`config.mk`:
```
export PLATFORM = sky130hd
export DESIGN_NAME = fb_cell_arbiter
export DESIGN_NICKNAME = d
export VERILOG_FILES = /design/src/rtl/fb_pkg.sv /design/src/rtl/fb_wr_fifo.sv /design/src/rtl/fb_cell_arbiter.sv
export SDC_FILE = /design/constraint.sdc
export NUM_CORES = 1
export LEC_CHECK = 0
export BUFFER_PORTS_ARGS = -buffer_cell sky130_fd_sc_hd__buf_2
export CAP_MARGIN = 25
export CORE_MARGIN = 8
export CORE_UTILIZATION = 54
export DETAILED_ROUTE_END_ITERATION = 8
export PLACE_DENSITY_LB_ADDON = 0.1
export SYNTH_ARGS = -nofsm -noshare
export SYNTH_HDL_FRONTEND = slang
export SYNTH_SLANG_ARGS = --single-unit
```
`constraint.sdc`:
```
create_clock -name clk -period 2.6 [get_ports clk]
set_clock_uncertainty 0.05 [all_clocks]
set_input_delay 0.65 -clock clk [delete_from_list [all_inputs] [get_ports clk]]
set_output_delay 0.65 -clock clk [all_outputs]
set_load 0.03 [all_outputs]
```
`src/rtl/fb_pkg.sv`:
```
// Shared framebuffer geometry, cell codes and cell type for the maze display.
// Latency: none (constants and types only).
// Backpressure: not applicable.
package fb_pkg;

  localparam int FB_W     = 160;
  localparam int FB_H     = 120;
  localparam int FB_CELLS = FB_W * FB_H;

  typedef logic [2:0] cell_t;

  localparam cell_t CELL_EMPTY  = 3'd0;
  localparam cell_t CELL_WALL   = 3'd1;
  localparam cell_t CELL_PELLET = 3'd2;
  localparam cell_t CELL_PACMAN = 3'd3;

endpackage

```
`src/rtl/fb_wr_fifo.sv`:
```
// Posted-write FIFO holding {addr,data} entries destined for the framebuffer.
// Latency: an entry pushed in a cycle is visible at the head from the next cycle.
// Backpressure: push is ignored when full, pop when empty; no same-cycle bypass.
module fb_wr_fifo #(
  parameter int W     = 18,
  parameter int DEPTH = 4,
  localparam int AW   = $clog2(DEPTH)
) (
  input  logic         clk,
  input  logic         reset,
  input  logic         push,
  input  logic [W-1:0] push_dat,
  input  logic         pop,
  output logic [W-1:0] head_dat,
  output logic         full,
  output logic         empty,
  output logic [AW:0]  count
);

  logic [W-1:0]  store [DEPTH];
  logic [AW-1:0] wr_ptr;
  logic [AW-1:0] rd_ptr;
  logic          do_push;
  logic          do_pop;

  assign full     = (count == (AW+1)'(DEPTH));
  assign empty    = (count == '0);
  assign do_push  = push && !full;
  assign do_pop   = pop && !empty;
  assign head_dat = store[rd_ptr];

  // Entry storage; contents are meaningless while the slot is unoccupied.
  always_ff @(posedge clk) begin
    if (do_push) store[wr_ptr] <= push_dat;
  end

  // Pointers wrap naturally because DEPTH is a power of two.
  always_ff @(posedge clk) begin
    if (reset) begin
      wr_ptr <= '0;
      rd_ptr <= '0;
      count  <= '0;
    end else begin
      if (do_push) wr_ptr <= wr_ptr + 1'b1;
      if (do_pop)  rd_ptr <= rd_ptr + 1'b1;
      case ({do_push, do_pop})
        2'b10:   count <= count + 1'b1;
        2'b01:   count <= count - 1'b1;
        default: count <= count;
      endcase
    end
  end

endmodule

```
`src/rtl/fb_cell_arbiter.sv`:
```
// Shares the single-port cell framebuffer between the VGA fetch and NUM_WR writers (stats: FB_ARB_STATS_EN).
// Latency: display read data valid 2 cycles after disp_req; posted writes reach RAM >= 1 cycle after ack.
// Backpressure: display never stalls; writers hold req until wr_ack, withheld while the FIFO is full.
module fb_cell_arbiter
  import fb_pkg::*;
#(
  parameter int NUM_WR = 2,
  parameter int ADDR_W = 15,
  parameter int DATA_W = 3,
  parameter int CELLS  = FB_CELLS,
  parameter int DEPTH  = 4
) (
  input  logic                     clk,
  input  logic                     reset,
  input  logic                     disp_req,
  input  logic [ADDR_W-1:0]        disp_addr,
  output logic [DATA_W-1:0]        disp_data,
  output logic                     disp_valid,
  input  logic [NUM_WR-1:0]        wr_req,
  input  logic [NUM_WR*ADDR_W-1:0] wr_addr,
  input  logic [NUM_WR*DATA_W-1:0] wr_data,
  output logic [NUM_WR-1:0]        wr_ack,
  output logic                     wr_idle,
  output logic [ADDR_W-1:0]        mem_addr,
  output logic [DATA_W-1:0]        mem_wdata,
  output logic                     mem_we,
`ifdef FB_ARB_STATS_EN
  input  logic                     stat_clr,
  output logic [15:0]              stat_drop,
  output logic [15:0]              stat_full,
`endif
  input  logic [DATA_W-1:0]        mem_rdata
);

  localparam int RR_W  = (NUM_WR > 1) ? $clog2(NUM_WR) : 1;
  localparam int CNT_W = $clog2(DEPTH) + 1;
  localparam logic [ADDR_W:0] CELLS_LIM = (ADDR_W+1)'(CELLS);

  typedef struct packed {
    logic [ADDR_W-1:0] addr;
    logic [DATA_W-1:0] dat;
  } wr_ent_t;

  logic [RR_W-1:0]  rr_ptr;
  logic [RR_W-1:0]  gnt_idx;
  logic             gnt_vld;
  logic             accept;
  logic             in_range;
  logic             do_push;
  logic             do_pop;
  logic             fifo_full;
  logic             fifo_empty;
  logic [CNT_W-1:0] fifo_cnt;
  wr_ent_t          gnt_ent;
  wr_ent_t          head_ent;
  logic [1:0]       vld_sr;

  // Round-robin search: the lowest offset from rr_ptr with a request wins.
  always_comb begin
    gnt_vld = 1'b0;
    gnt_idx = '0;
    for (int k = NUM_WR - 1; k >= 0; k--) begin
      if (wr_req[(int'(rr_ptr) + k) % NUM_WR]) begin
        gnt_vld = 1'b1;
        gnt_idx = RR_W'((int'(rr_ptr) + k) % NUM_WR);
      end
    end
  end

  assign gnt_ent.addr = wr_addr[int'(gnt_idx)*ADDR_W +: ADDR_W];
  assign gnt_ent.dat  = wr_data[int'(gnt_idx)*DATA_W +: DATA_W];
  assign in_range     = ({1'b0, gnt_ent.addr} < CELLS_LIM);

  // Fullness is judged on the registered count, so a same-cycle pop never frees a slot.
  assign accept  = gnt_vld && !fifo_full && !reset;
  assign do_push = accept && in_range;
  assign do_pop  = !disp_req && !fifo_empty;

  // One-hot acknowledge for the granted writer; out-of-range writes are acked but discarded.
  always_comb begin
    wr_ack = '0;
    if (accept) wr_ack[gnt_idx] = 1'b1;
  end

  fb_wr_fifo #(
    .W     ($bits(wr_ent_t)),
    .DEPTH (DEPTH)
  ) u_wr_fifo (
    .clk      (clk),
    .reset    (reset),
    .push     (do_push),
    .push_dat (gnt_ent),
    .pop      (do_pop),
    .head_dat (head_ent),
    .full     (fifo_full),
    .empty    (fifo_empty),
    .count    (fifo_cnt)
  );

  // Advance the round-robin pointer past the writer just accepted.
  always_ff @(posedge clk) begin
    if (reset) begin
      rr_ptr <= '0;
    end else if (accept) begin
      rr_ptr <= (int'(gnt_idx) == NUM_WR - 1) ? '0 : gnt_idx + 1'b1;
    end
  end

  // RAM port slot: display read first, otherwise drain one posted write.
  always_ff @(posedge clk) begin
    if (reset) begin
      mem_addr  <= '0;
      mem_wdata <= '0;
      mem_we    <= 1'b0;
    end else if (disp_req) begin
      mem_addr <= disp_addr;
      mem_we   <= 1'b0;
    end else if (!fifo_empty) begin
      mem_addr  <= head_ent.addr;
      mem_wdata <= head_ent.dat;
      mem_we    <= 1'b1;
    end else begin
      mem_we <= 1'b0;
    end
  end

  // Two-stage valid pipe matching address register plus RAM read register.
  always_ff @(posedge clk) begin
    if (reset) vld_sr <= '0;
    else       vld_sr <= {vld_sr[0], disp_req};
  end

  assign disp_valid = vld_sr[1];
  assign disp_data  = mem_rdata;
  assign wr_idle    = (fifo_cnt == '0) && !mem_we;

`ifdef FB_ARB_STATS_EN
  logic full_hit;
  assign full_hit = fifo_full && (|wr_req);

  // Saturating drop and full-stall counters.
  always_ff @(posedge clk) begin
    if (reset || stat_clr) begin
      stat_drop <= '0;
      stat_full <= '0;
    end else begin
      if (accept && !in_range && stat_drop != 16'hFFFF) stat_drop <= stat_drop + 1'b1;
      if (full_hit && stat_full != 16'hFFFF)            stat_full <= stat_full + 1'b1;
    end
  end
`endif

endmodule

```
# [After elaboration in Yosys (flattened, before gate mapping)]
# Memories as Yosys holds them, arrays and structs flattened. A register that Yosys moved wholly into a read port is not among the register bits.
# Cells that the tools add are included.
[totals] input_bits=59 wordCells=69 output_inout_bits=26 memories=1 ram_bits=72 regBits=29
[classes] add_sub_neg=6 n_eq_ne=4 n_reduce_logical=17 shifts=2 mul=2 mux=21 n_lt_le_gt_ge=5 bitwise=3
[memory_table] name="u_wr_fifo.store" words=4 word_bits=18 rd=1 rd_clocked_by_memory_dff=1 wr=1 line="fb_wr_fifo.sv:20" source="logic [W-1:0] store [DEPTH];"
[ops] op="$mux W15" n=2
[ops] op="$shiftx A30 B6 Y15" n=1
[ops] op="$lt A15 B15 Y1 const B" n=1
[ops] op="$mux W1" n=14
[ops] op="$logic_and A1 B1 Y1" n=8
[ops] op="$mux W2" n=3
[ops] op="$pmux W3 S2" n=1
[ops] op="$shiftx A6 B4 Y3" n=1
[ops] op="$logic_not A1 Y1" n=5
[ops] op="$mul A1 B4 Y5 const B" n=1
[ops] op="$add A2 B1 Y2 const B" n=2
[ops] op="$lt A1 B2 Y1 const B" n=2
[ops] op="$add A3 B1 Y3 const B" n=1
[ops] op="$eq A3 B3 Y1 const B" n=1
[ops] op="$logic_not A3 Y1" n=1
[ops] op="$lt A2 B3 Y1 const B" n=1
[ops] op="$mul A1 B2 Y3 const B" n=1
[ops] op="$sub A3 B1 Y3 const B" n=1
[ops] op="$add A1 B1 Y1 const B" n=2
[ops] op="$eq A2 B1 Y1 const B" n=1
[ops] op="$eq A2 B2 Y1 const B" n=1
[ops] op="$ne A2 B2 Y1 const B" n=1
[ops] op="$not A1 Y1" n=2
[ops] op="$reduce_and A2 Y1" n=1
[ops] op="5 further kinds" n=5

# [Longest topological paths before layout]
[logic_depth] depth_word=14 mapped_depth=10 ltp_nobuf=10

# [Cells and area by module]
# Synthesis repeated with hierarchy kept, for this count alone.
[hier_totals] cells_unflattened=291 hier_area_um2=4321.6
[modules_own_cells] module="fb_wr_fifo" seq_area_each_um2=2342.2 area_per_inst_um2=3114.2 cells_per_inst=148 instances=1
[modules_own_cells] module="fb_cell_arbiter" seq_area_each_um2=440.4 area_per_inst_um2=1207.4 cells_per_inst=143 instances=1

# [Worst setup path after synthesis]
# Ideal clock, no wire load.
[synth_timing] path_kind="input to register" start="in wr_addr[8]" end="reg u_wr_fifo.count[2]" path_buffers=0 stages=10 path_slack_ps=198 setup_time_ps=71 arrival_ps=2281 required_ps=2479 path_cell_list="a21o_1 -> a221o_1 -> a21oi_2 -> inv_2 -> ha_1 -> inv_1 -> fa_1 -> xor2_1 -> or3_1 -> a21oi_1"
[synth_between] elab_chain_len=6 elab_cells_between_ends=8 classes_between="order compare (1); eq/ne (2); shift (1); mux (1); reduce/logical (3)"
[synth_lines] item="start, declared" line="fb_cell_arbiter.sv:20" source="input logic [NUM_WR*ADDR_W-1:0] wr_addr,"
[synth_lines] item="$shiftx A30 B6 Y15 (*)" line="fb_cell_arbiter.sv:70" source="assign gnt_ent.addr = wr_addr[int'(gnt_idx)*ADDR_W +: ADDR_W];"
[synth_lines] item="$lt A15 B15 Y1 (*)" line="fb_cell_arbiter.sv:72" source="assign in_range = ({1'b0, gnt_ent.addr} < CELLS_LIM);"
[synth_lines] item="$logic_and A1 B1 Y1 (*)" line="fb_cell_arbiter.sv:76" source="assign do_push = accept && in_range;"
[synth_lines] item="$logic_and A1 B1 Y1 (*)" line="fb_wr_fifo.sv:28" source="assign do_push = push && !full;"
[synth_lines] item="$eq A2 B1 Y1 / $eq A2 B2 Y1 (equally long branches)" line="fb_wr_fifo.sv:46" source="case ({do_push, do_pop})"
[synth_lines] item="$pmux W3 S2 / $reduce_bool A2 Y1 (equally long branches)"
[synth_lines] item="end signal, assigned" line="fb_wr_fifo.sv:47" source="2'b10: count <= count + 1'b1;"
[synth_lines] item="end signal, assigned" line="fb_wr_fifo.sv:48" source="2'b01: count <= count - 1'b1;"
[synth_lines] item="end signal, assigned" line="fb_wr_fifo.sv:49" source="default: count <= count;"
[synth_lines] item="end, declared" line="fb_wr_fifo.sv:17" source="output logic [AW:0] count"
# Every way passes the cells marked *; elsewhere a longest branch is shown, timed or not.
# A chain may end at the register's enable or synchronous reset.

# [Final worst setup path]
[layout_timing] start="in wr_req[1]" end="out wr_ack[1]"
[layout_between] elab_chain_len=10 elab_cells_between_ends=17 classes_between="order compare (2); mux (12); reduce/logical (3)"
[layout_lines] item="start, declared" line="fb_cell_arbiter.sv:19" source="input logic [NUM_WR-1:0] wr_req,"
[layout_lines] item="$mux W1 (not written as such) (3 in series)" line="fb_cell_arbiter.sv:63" source="if (wr_req[(int'(rr_ptr) + k) % NUM_WR]) begin"
[layout_lines] item="$mux W1 (2 in series)" line="fb_cell_arbiter.sv:63"
[layout_lines] item="$lt A1 B2 Y1 (not written as such) / $ge A1 B1 Y1 (equally long branches)" line="fb_cell_arbiter.sv:82" source="if (accept) wr_ack[gnt_idx] = 1'b1;"
[layout_lines] item="$logic_and A1 B1 Y1 (not written as such)" line="fb_cell_arbiter.sv:82"
[layout_lines] item="$mux W1 (not written as such)" line="fb_cell_arbiter.sv:82"
[layout_lines] item="$demux W1 S1" line="fb_cell_arbiter.sv:82"
[layout_lines] item="$mux W2 (*)" line="fb_cell_arbiter.sv:82"
[layout_lines] item="end, declared" line="fb_cell_arbiter.sv:22" source="output logic [NUM_WR-1:0] wr_ack,"
# Every way passes the cells marked *; elsewhere a longest branch is shown, timed or not. The select of a mux whose other input is x is not followed.

==> out/results.tsv <==
metric	value	unit
top_reg_cell synth	edfxtp_1	
die height	104.7	um
outcome	finished clean	
maxcap violations	0	
final worst path period share	91.92	%
initial DRC count	111	
Row Count	32	
area post-placement	4847	um2
syn_nets	352	
Post-synth ARST share	0	%
Die Area	10970	um2
setup bufs post-CTS	0	
clock latency at the later pin of the worst-skew pair	0.36	ns
total power	4.199	mW
design area	5051	um2
Seq cells post-synth	103	
startpoint types	input port	
first-pass GRT wire length	14.37	mm
Nets	445	
final-report setup violation count	0	
Slew @ Worst Pin	0.7833	ns
worst hold slack	0.4220	ns
highest clock rate	0.4184	GHz
clock root cell	clkbuf_8	
critical path fanouts, max	5	
via/cell ratio	5.374	
largest net degree at the start of global routing	36	
number of global-route vias before repair	2826	
Clk pwr share	23.6	%
Power Density	831.2	nW/um2
RSZ-0062 raised after global routing	no	
IR drop worst, VDD	0.5351	mV
Detailed Route WL	9.019	mm
Cell Int Power	2.884	mW
port bufs	78	
setup TNS	0	ns
post_cts resized	0	
Antenna Violating Nets Remaining	0	
cts hold-fix bufs	0	
most frequent cells in the layout	buf_2, edfxtp_1, dfxtp_1, buf_4, a21oi_1	
Final Worst Setup Slack	0.2102	ns
Critical Path AT	1.69	ns
synth unique cells	36	
drt wl/cell	18.52	um
Rel. slew slack	47.71	%
share of cells above drive strength 1	41.04	%
Period minus WS final	2.390	ns
Comb power frac	28.9	%
area grow syn2layout	18.81	%
initial antenna violation count	0	
Min-Delay Path Class	flop to flop	
dpl hpwl	6.252	mm
commonest non-fill, non-tap cell in the layout	buf_2	
Critical-path top delay cell	a311o_1	
Vias	2617	
LEAKAGE	1.953	nW
clock sinks	103	
CTS tree	yes	
Sw Share	31.31	%
htree depth	3	
number of synthesized flops with an enable pin	72	
register share of total power	47.6	%
Post-route DRC	0	
CTS buffer count	9	
CTS Buffer Depth	2	
Core Box Area	7687	um2
Ports	85	
Die X	104.7	um
routability cong.	0.7669	
Fin. Hold Viols	0	
Sw Pwr	1.315	mW
pre-CTS setup slack	-0.01718	ns
WS Path Type	input port to output pin	
Synth Cell Area	4252	um2
CP cell instances	buf_2 > nor2_1 > a311o_1 > buf_4 > nor2_1 > buf_2	
fin. max-slew vios	0	
Seq/Total Area, Yosys	65.45	%
Detailed Routing Iterations Pass 1	4	
total track usage	16.85	%
Post-Syn Instances	287	
syn_area_per_cell	14.81	um2
YS warnings	0	
CP Data Required Time	1.90	ns
CTS clk-pin slew, worst paths	0.09	ns
global route total overflow	0	
slowest stage delay, CP	0.35	ns
diodes inserted	0	
Initial Util	55.31	%
Critical Path End Type	output pin	
==> synth_stat cells, drive strengths merged, types with 2 or more instances <==
library cell  number  area, um2
nor3               2      10.01
mux2              19      217.7
or3                2      12.51
nand2b             2      20.02
edfxtp            72       2162
buf                9      61.31
o21ai              5      25.02
a221oi            15      131.4
nor2              12      45.04
inv               23      86.33
clkbuf            10      38.78
a21oi             23      118.9
dfxtp             31      620.6
ha                 5      62.56
xor2               3      26.28
nand2             20      75.07
mux4              18      405.4
and2               5      31.28
==> worst paths after layout <==
check,startpoint,endpoint,slack (ns),depth (start not counted)
worst max-delay path,wr_req[1],wr_ack[1],0.21,6
worst min-delay path,vld_sr[0],vld_sr[1],0.42,1
worst max register to register,rr_ptr,u_wr_fifo.count[2],0.46,10
worst min register to register,vld_sr[0],vld_sr[1],0.42,1
==> power by group through the flow <==
stage          sequential (mW)  combinational [mW]  clock (mW)
2_1_floorplan             2.14               0.749           0
3_3_place_gp              2.03                1.21           0
3_5_place_dp              2.04                1.23           0
4_1_cts                   2.00                1.23        1.02
5_1_grt                   2.02                1.32        1.07
6_report                  2.00                1.21       0.989
==> critical path: cells and delay by family <==
kind	cells	cell delay, ns
AO/OA/AOI/OAI	1	0.35
buffers and inverters	3	0.50
AND/OR/NAND/NOR	2	0.19
==> kinds of logic (layout without fill, tap and decap cells) <==
family | Yosys count | in the layout | synth area share (%)
adder cells (fa/ha/maj) | 6 | 6 | 1.942
AND/OR/NAND/NOR | 45 | 45 | 4.826
flip-flops | 103 | 103 | 65.45
AO/OA/AOI/OAI | 49 | 49 | 7.681
buffers and inverters | 42 | 140 | 4.385
XOR/XNOR | 4 | 4 | 0.8242
multiplexers | 38 | 38 | 14.89
==> sequential cells by signal, indices dropped and copies added, names as in the netlist, named ones only <==
name / count
mem_addr: 15
vld_sr: 2
u_wr_fifo.count: 3
u_wr_fifo.rd_ptr: 2
rr_ptr: 1
mem_wdata: 3
u_wr_fifo.wr_ptr: 2
mem_we: 1
u_wr_fifo.store: 72
==> layer usage <==
metal	GRT usage, %	up-vias	share of wire [%]
met5	0	-	0
met4	6.422	0	1.3
met3	4.054	9	5.6
met2	28.33	76	50
met1	20.56	1280	43
li1	-	1252	-
==> cell type report <==
| type | count | area [um2] |
|---|---|---|
| repair buffers | 101 | 563.0 |
| clock inverters | 3 | 22.52 |
| clock buffers | 13 | 181.4 |
| multi-input cells | 142 | 1287 |
| flip-flops and latches | 103 | 2783 |
| well taps | 102 | 127.6 |
| inverters | 23 | 86.33 |
| fillers | 601 | 2636 |
==> per-stage QoR <==
stage                     cells  utilization [%]
final                       487            65.71
after global routing        487            65.71
after CTS                   487            65.71
after detailed placement    471            63.05
after global placement      471            63.05
after floorplan             287                -
(Power assumes the default switching activity.)
